## src/rtl/reg_file_sb.sv

```systemverilog
// Register file with 2 async read ports, 1 sync write port, x0 hardwired to zero,
// a post-reset clear sweep and a per-register pending-write scoreboard.
// Optional macro WRITE_BYPASS_EN forwards a same-cycle write to the read ports and busy flags.
module reg_file_sb #(
  parameter int DATA_WIDTH = 32,
  parameter int ADDR_WIDTH = 5
) (
  input  logic                  clk,
  input  logic                  rst,
  input  logic [ADDR_WIDTH-1:0] AD1,
  input  logic [ADDR_WIDTH-1:0] AD2,
  input  logic [ADDR_WIDTH-1:0] AD3,
  input  logic                  WE3,
  input  logic [DATA_WIDTH-1:0] WD3,
  input  logic                  pend_set,
  input  logic [ADDR_WIDTH-1:0] pend_addr,
  output logic [DATA_WIDTH-1:0] RD1,
  output logic [DATA_WIDTH-1:0] RD2,
  output logic [DATA_WIDTH-1:0] a0,
  output logic                  busy1,
  output logic                  busy2,
  output logic                  init_busy
);

  localparam int NUM_REGS = 2 ** ADDR_WIDTH;
  localparam logic [ADDR_WIDTH-1:0] LAST_IDX = ADDR_WIDTH'(NUM_REGS - 1);
  localparam logic [ADDR_WIDTH-1:0] A0_IDX   = ADDR_WIDTH'(10);

  typedef enum logic {S_CLEAR = 1'b0, S_RUN = 1'b1} state_t;

  state_t                r_state;
  state_t                w_state_next;
  logic [ADDR_WIDTH-1:0] r_cnt;
  logic [DATA_WIDTH-1:0] r_regs [NUM_REGS];
  logic [NUM_REGS-1:0]   r_pend;
  logic [NUM_REGS-1:0]   w_pend_next;
  logic                  w_run;
  logic                  w_wr_hit;
  logic                  w_set_hit;

  assign w_run     = (r_state == S_RUN);
  assign w_wr_hit  = w_run && WE3 && (AD3 != '0);
  assign w_set_hit = w_run && pend_set && (pend_addr != '0);
  assign init_busy = (r_state == S_CLEAR);

  always_ff @(posedge clk) begin
    if (rst) r_state <= S_CLEAR;
    else     r_state <= w_state_next;
  end

  always_comb begin
    w_state_next = r_state;
    case (r_state)
      S_CLEAR: if (r_cnt == LAST_IDX) w_state_next = S_RUN;
      S_RUN:   w_state_next = S_RUN;
      default: w_state_next = S_CLEAR;
    endcase
  end

  // Counter parks at the last index once the sweep is done, so it never wraps.
  always_ff @(posedge clk) begin
    if (rst)                                           r_cnt <= '0;
    else if (r_state == S_CLEAR && r_cnt != LAST_IDX)  r_cnt <= r_cnt + 1'b1;
  end

  always_ff @(posedge clk) begin
    if (r_state == S_CLEAR)   r_regs[r_cnt] <= '0;
    else if (!rst && w_wr_hit) r_regs[AD3]  <= WD3;
  end

  // Set is applied after clear: a new producer issued in the same cycle wins.
  always_comb begin
    w_pend_next = r_pend;
    if (w_wr_hit)  w_pend_next[AD3]       = 1'b0;
    if (w_set_hit) w_pend_next[pend_addr] = 1'b1;
    w_pend_next[0] = 1'b0;
  end

  always_ff @(posedge clk) begin
    if (rst) r_pend <= '0;
    else     r_pend <= w_pend_next;
  end

  always_comb begin
    RD1   = '0;
    RD2   = '0;
    a0    = '0;
    busy1 = 1'b0;
    busy2 = 1'b0;
    if (w_run) begin
      if (AD1 != '0) RD1 = r_regs[AD1];
      if (AD2 != '0) RD2 = r_regs[AD2];
      a0    = r_regs[A0_IDX];
      busy1 = r_pend[AD1];
      busy2 = r_pend[AD2];
`ifdef WRITE_BYPASS_EN
      if (w_wr_hit && AD3 == AD1) begin
        RD1   = WD3;
        busy1 = 1'b0;
      end
      if (w_wr_hit && AD3 == AD2) begin
        RD2   = WD3;
        busy2 = 1'b0;
      end
      if (w_wr_hit && AD3 == A0_IDX) a0 = WD3;
`endif
    end
  end

endmodule

```

## config.mk

```make
export PLATFORM = sky130hd
export DESIGN_NAME = reg_file_sb
export DESIGN_NICKNAME = d
export VERILOG_FILES = /design/src/rtl/reg_file_sb.sv
export SDC_FILE = /design/constraint.sdc
export NUM_CORES = 1
export LEC_CHECK = 0
export CORE_MARGIN = 2
export CORE_UTILIZATION = 62
export DETAILED_ROUTE_END_ITERATION = 6
export MAX_ROUTING_LAYER = met4
export PLACE_DENSITY = 0.8
export SETUP_SLACK_MARGIN = 0.2
export SYNTH_ARGS = -nofsm -noshare
export SYNTH_HDL_FRONTEND = slang
export SYNTH_SLANG_ARGS = --single-unit
```

## constraint.sdc

```tcl
create_clock -name clk -period 8.39 [get_ports clk]
set_clock_uncertainty 0.15 [all_clocks]
set_input_delay 2.0975 -clock clk [delete_from_list [all_inputs] [get_ports clk]]
set_output_delay 2.0975 -clock clk [all_outputs]
set_load 0.02 [all_outputs]
```

==> flow_summary.yaml, run 1 <==
detailed_routing:
  vias: 29900
  via_per_inst: 7.99
  detail_route.wl_per_cell_um: 38.6
  detail-route-antenna-nets: 0
  drt_pass1_iterations: 6
  wl_final_um: 144000
  detailedRoute.firstIterationViolations: 4902
  drc: 0
grt:
  first_pass_grt_wire_length_um: 209000
  maximum_number_of_pins_on_one_net_before_global_route_repair: 84
  grt.total_usage_pct: 37.5
  overflow: 0
  grt_pass1_vias: 30500
  antenna_found_initial: 3
logic_synthesis:
  dominantRegCellSynth: "edfxtp_1"
  synth_xor_area_share_pct: 0.0543
  postSynthCellCount: 2444
  synth_nets: 2502
  ys_async_sr_fraction_pct: 0
  syn_area_um2: 48400
  combinational_family_with_the_most_area_after_synthesis: "multiplexers"
  synth.top_cell.area_share_pct: 63.5
  ys_ff_latch: 1061
  synth.mux.area_fraction_pct: 24.6
  synth-edff-count: 1024
  dominant_cell_type_by_area_after_synthesis: "edfxtp_1"
  yosys_warnings: 0
  synth_simple_gate_area_share_pct: 3.50
  yosysSeqAreaShare_pct: 65.0
  synth-compound-area-share_pct: 5.05
  post_synth.cell_area_avg_um2: 19.8
  synth.lib_cells_used.distinct: 48
  synth_adder_area_share_pct: 0.0517
  synthTopCellsByArea: "edfxtp_1 64%, mux4_2 24%, a22oi_1 4.0%"
final_layout:
  mostFrequentLayoutCell: "edfxtp_1"
  drive_gt1_share_pct: 30.4
  fillerInstances: 4514
  final_design_area_no_fill_um2: 55100
  synthToLayoutAreaGrowth_pct: 13.9
  finish.net_count: 2669
  layout_common_cells: "1,024 x edfxtp_1, 523 x mux4_2, 257 x a22oi_1"
worst_setup_path:
  max_fanout_on_critical_path: 18
  path_class: "input port to output pin"
  worst_r2r_startpoint: "r_state"
  crit-reg2reg-capture: "r_regs[31][22]"
  critPathCapture: "RD1[7]"
  critical_path_required_ns: 6.14
  cp.arrival_ns: 5.24
  critical_path.startpoint: "AD1[4]"
  crit_start_category: "input port"
  worst_reg2reg_path_length_in_cells: 7
  worst_setup_ep_type: "output pin"
  minimum_setup_slack_among_reg_to_reg_paths_ns: 3.56
timing:
  maxSlewHeadroom_pct: 15.0
  fin_setup_tns_ns: 0
  final-hold-violation-count: 0
  worst_slew_pin_slew_ns: 1.27
  report.final.slew_viol_count: 0
  fin_worst_setup_slack_ns: 0.903
  fmaxAchievable_ghz: 0.134
  layout_worst_path_cycle_share_pct: 89.2
  timing.hold.ws_ns: 0.347
  rsz0062_at_grt: "no"
  finalSetupViolCount: 0
  period_needed_ns: 7.49
clocking:
  postCtsSetupRepairBufs: 0
  tritoncts: "built"
  clockBufferDepth: 3
  clockRootBuffer: "clkbuf_16"
  clock_sinks: 1061
  cts-resized-gates: 0
  cts_buffers: 104
  hold_buffers: 0
  h-tree-depth: 3
  clock_latency_ns: 0.68
  path_clk_slew_ns: 0.06
floorplanning:
  coreArea_um2: 77300
  ioPinCount: 155
  die_x_um: 283
  die_h_um: 283
  fp-row-count: 102
  design.die.area_um2: 80300
  floorplan.initialDensity_pct: 62.6
placement:
  postPlaceCellArea_um2: 51800
  placement.setup.worst_slack_ns: 0.999
  port_buffers: 154
  gp_congestion: 0.888
  post-dp-hpwl_um: 81600
run:
  drv.max_cap_violation_count: 0
worst_hold_path:
  worstHoldPathType: "register to register"
power:
  power_per_standard_cell_area_nw_per_um2: 199
  peakVddDrop_v: 0.000187
  power.static_leakage_uw: 0.0151
outcome:
  run_status: "completed"
state kept, by name, indices dropped and copies added, names as in the netlist:
name     flops
r_cnt        5
r_pend      31
r_regs    1024
r_state      1
area by class of cell:
cell class	instances	area (um^2)	area share, %
inverter	3	11.3	0.0204
sequential	1061	31500	57.1
antenna	3	7.51	0.0136
clock buffer	136	2790	5.05
timing repair buffer	251	2620	4.74
multi-input combinational	1190	16400	29.8
clock inverter	53	497	0.901
tap	1040	1300	2.36
metal layers:
metal | up-vias | wire [um] | global-route usage [%]
met5 | - | 0 | -
li1 | 11100 | - | -
met4 | 0 | 8430 | 18.1
met2 | 2842 | 70800 | 58.2
met1 | 15300 | 46000 | 47.7
met3 | 613 | 19200 | 8.26
worst min path at each step:
stage / cells past startpoint / slack (ns) / start / to
after floorplan: 2 / 0.31 / r_pend[22] / r_pend[22]
after global placement: 2 / 0.32 / r_pend[16] / r_pend[16]
after detailed placement: 2 / 0.33 / r_pend[10] / r_pend[10]
after CTS: 2 / 0.34 / r_pend[10] / r_pend[10]
after global routing: 2 / 0.36 / r_pend[17] / r_pend[17]
final: 2 / 0.35 / r_pend[17] / r_pend[17]
per-stage QoR:
step                instances  utilization (%)  total power [uW]
floorplan                2444                -              6290
global placement         3545             67.0              6460
detailed placement       3545             67.0              6480
CTS                      3734             71.3             11000
global route             3736             71.3             11200
finish                   3737             71.3             11000
cell families after synthesis:
group | count (synthesis)
flops | 1061
simple gates | 302
buf+inv | 193
mux | 536
compound gates | 347
fa+ha+maj | 2
xor+xnor | 3
critical path, cell delays in order:
cell and delay, ns:
clkdlybuf4s50_1 0.60, nand2b_1 0.37, nor2_4 0.76, buf_4 0.38, a22oi_1 0.15, nand4_1 0.22, clkdlybuf4s50_1 0.64
cells in the mapped netlist (9+ instances only):
library cell and instances:
and2_1 65, o21ai_0 36, clkbuf_1 113, nor3_1 23, nor2_1 43, nor3b_1 9, a22oi_1 257, buf_1 13
dfxtp_1 37, nand4_1 67, edfxtp_1 1024, nand2b_1 9, mux4_2 523, nand2_1 43, buf_2 64, a21oi_1 35
report_power, final:
| part | internal, uW | total, uW | switching [uW] |
|---|---|---|---|
| logic | 258 | 555 | 297 |
| clock network | 2580 | 4620 | 2040 |
| registers | 5790 | 5820 | 32.1 |
(Power assumes the default switching activity.)
==> inputs of run 2 (changes only) <==
--- a/config.mk
+++ b/config.mk
@@ -6,10 +6,10 @@
 export NUM_CORES = 1
 export LEC_CHECK = 0
 export CORE_MARGIN = 2
-export CORE_UTILIZATION = 62
+export CORE_UTILIZATION = 56
 export DETAILED_ROUTE_END_ITERATION = 6
 export MAX_ROUTING_LAYER = met4
-export PLACE_DENSITY = 0.8
+export PLACE_DENSITY = 0.77
 export SETUP_SLACK_MARGIN = 0.2
 export SYNTH_ARGS = -nofsm -noshare
 export SYNTH_HDL_FRONTEND = slang
==> constraint.sdc (replaced) <==
create_clock -name clk -period 6.5 [get_ports clk]
set_clock_uncertainty 0.15 [all_clocks]
set_input_delay 1.625 -clock clk [delete_from_list [all_inputs] [get_ports clk]]
set_output_delay 1.625 -clock clk [all_outputs]
set_load 0.02 [all_outputs]
==> run 2 against run 1 <==
Effect of this change: the flow now finishes with violations (DRC); clock power rose by 28%; global-route usage fell by 4.4 points; routed wire length down 1.5%; sequential share of layout area shrank 0.64 points; register-to-register slack got worse by 1.5 ns; combinational power grew 30%; worst setup slack lost 0.52 ns; die area increased by 11%; utilization shrank 6.0 points; via count down 2.1%; total power up 29%; worst hold slack worse by 0.00091 ns; critical path type unchanged; largest power group unchanged.
==> flow_summary.yaml, run 2 (synthesis results as in run 1) <==
timing:
  finalSetupViolCount: 0
  layout_worst_path_cycle_share_pct: 94.1
  period_needed_ns: 6.12
  rsz0062_at_grt: "no"
  fmaxAchievable_ghz: 0.164
  report.final.slew_viol_count: 0
  worst_slew_pin_slew_ns: 1.21
  maxSlewHeadroom_pct: 18.9
  final-hold-violation-count: 0
  fin_setup_tns_ns: 0
detailed_routing:
  detail-route-antenna-nets: 0
  detail_route.wl_per_cell_um: 36.7
  drt_pass1_iterations: 7
  vias: 29200
  drc: 10
  wl_final_um: 142000
  detailedRoute.firstIterationViolations: 4384
  via_per_inst: 7.55
worst_hold_path:
  worstHoldPathType: "register to register"
final_layout:
  combined_flip_flop_and_latch_cell_area_um2: 31500
  mostFrequentLayoutCell: "edfxtp_1"
  synthToLayoutAreaGrowth_pct: 15.2
  multi_input_combinational_cell_area_um2: 16400
  regMostFlops: "r_regs"
  layout_common_cells: "1,024 x edfxtp_1, 523 x mux4_2, 257 x a22oi_1"
  drive_gt1_share_pct: 31.7
  fillerInstances: 5518
  largestRegisters: "r_regs x1024, r_pend x31, r_cnt x5"
  number_of_flip_flops_under_the_largest_register_name: 1024
  finish.net_count: 2699
power:
  peakVddDrop_v: 0.000217
  report.power.total_uw: 14100
  power_per_standard_cell_area_nw_per_um2: 254
  power.static_leakage_uw: 0.0154
placement:
  post-dp-hpwl_um: 79300
  port_buffers: 154
  gp_congestion: 0.932
clocking:
  postCtsSetupRepairBufs: 0
  tritoncts: "built"
  clock_latency_ns: 0.66
  cts-resized-gates: 0
  hold_buffers: 0
  h-tree-depth: 3
  clockBufferDepth: 3
  path_clk_slew_ns: 0.06
  clockRootBuffer: "clkbuf_16"
  cts_buffers: 104
  clock_sinks: 1061
grt:
  grt.total_usage_pct: 33.1
  grt_pass1_vias: 29900
  first_pass_grt_wire_length_um: 205000
  maximum_number_of_pins_on_one_net_before_global_route_repair: 60
  overflow: 0
  antenna_found_initial: 3
worst_setup_path:
  path_class: "input port to output pin"
  critical_path_required_ns: 4.72
  cp_cell_sequence: "clkdlybuf4s50_1, nand2b_1, nor2_4, buf_4, a22oi_1, nand4_1, clkdlybuf4s50_1"
  critical-path-top-cell-by-count: "clkdlybuf4s50_1"
  worst_setup_ep_type: "output pin"
  max_stage_delay_ns: 0.66
  crit_start_category: "input port"
  max_fanout_on_critical_path: 12
  crit_slowest_cell: "clkdlybuf4s50_1"
  cp.arrival_ns: 4.34
floorplanning:
  design.die.area_um2: 88800
  die_x_um: 298
  fp-row-count: 107
  coreArea_um2: 85400
  floorplan.initialDensity_pct: 56.7
  die_h_um: 298
  ioPinCount: 155
outcome:
  failed_checks: "DRC"
  run_status: "finished, violations left"
run:
  drv.max_cap_violation_count: 0
==> run 2: cell count changes in the layout (fill, tap and decap cells not counted), sizes merged <==
cell / delta
clkdlybuf4s50: -1
clkbuf: -7
clkinv: +10
diode: -1
inv: -1
buf: +31
==> run 2: final timing paths <==
path	start	end	slack (ns)	depth (start not counted)
max	AD2[4]	RD2[0]	0.38	7
min	r_pend[8]	r_pend[8]	0.35	2
max reg2reg	r_state	r_regs[18][6]	2.08	6
min reg2reg	r_pend[8]	r_pend[8]	0.35	2
==> run 2: layout make-up <==
cell class                      instances  area share (%)
Multi-Input combinational cell       1190            29.5
Sequential cell                      1061            56.5
Antenna cell                            2         0.00898
Clock buffer                          129            4.91
Clock inverter                         62           0.999
Inverter                                3          0.0202
Timing Repair Buffer                  281            5.54
Tap cell                             1144            2.57
==> run 2: per-layer routing <==
layer / vias up / track usage (%) / wire length, um
met3: 474 / 7.31 / 17900
met5: - / - / 0
met4: 0 / 15.0 / 7200
met2: 2455 / 51.5 / 69400
met1: 15200 / 42.2 / 47700
li1: 11200 / - / -
==> run 2: critical path, delay by kind of cell <==
| kind | cells | cell delay [ns] |
|---|---|---|
| AOI/OAI and AO/OA | 1 | 0.14 |
| and+or+nand+nor | 3 | 0.84 |
| buffers and inverters | 3 | 1.73 |
==> run 2: per-stage QoR <==
stage | setup WS [ns] | cell area (um^2) | instances | hold WS, ns | util [%]
after global routing | 0.337 | 55800 | 3872 | 0.370 | 65.3
after detailed placement | 0.437 | 52500 | 3679 | 0.335 | 61.4
after floorplan | 0.855 | 48400 | 2444 | 0.307 | -
final | 0.384 | 55800 | 3872 | 0.346 | 65.3
after CTS | 0.431 | 55800 | 3870 | 0.346 | 65.3
after global placement | 0.471 | 52500 | 3679 | 0.322 | 61.4
==> run 2: report_power, final <==
group	switching [uW]	internal, uW
Clock	2600	3310
Combinational	379	346
Sequential	36.8	7470
Total	3010	11100
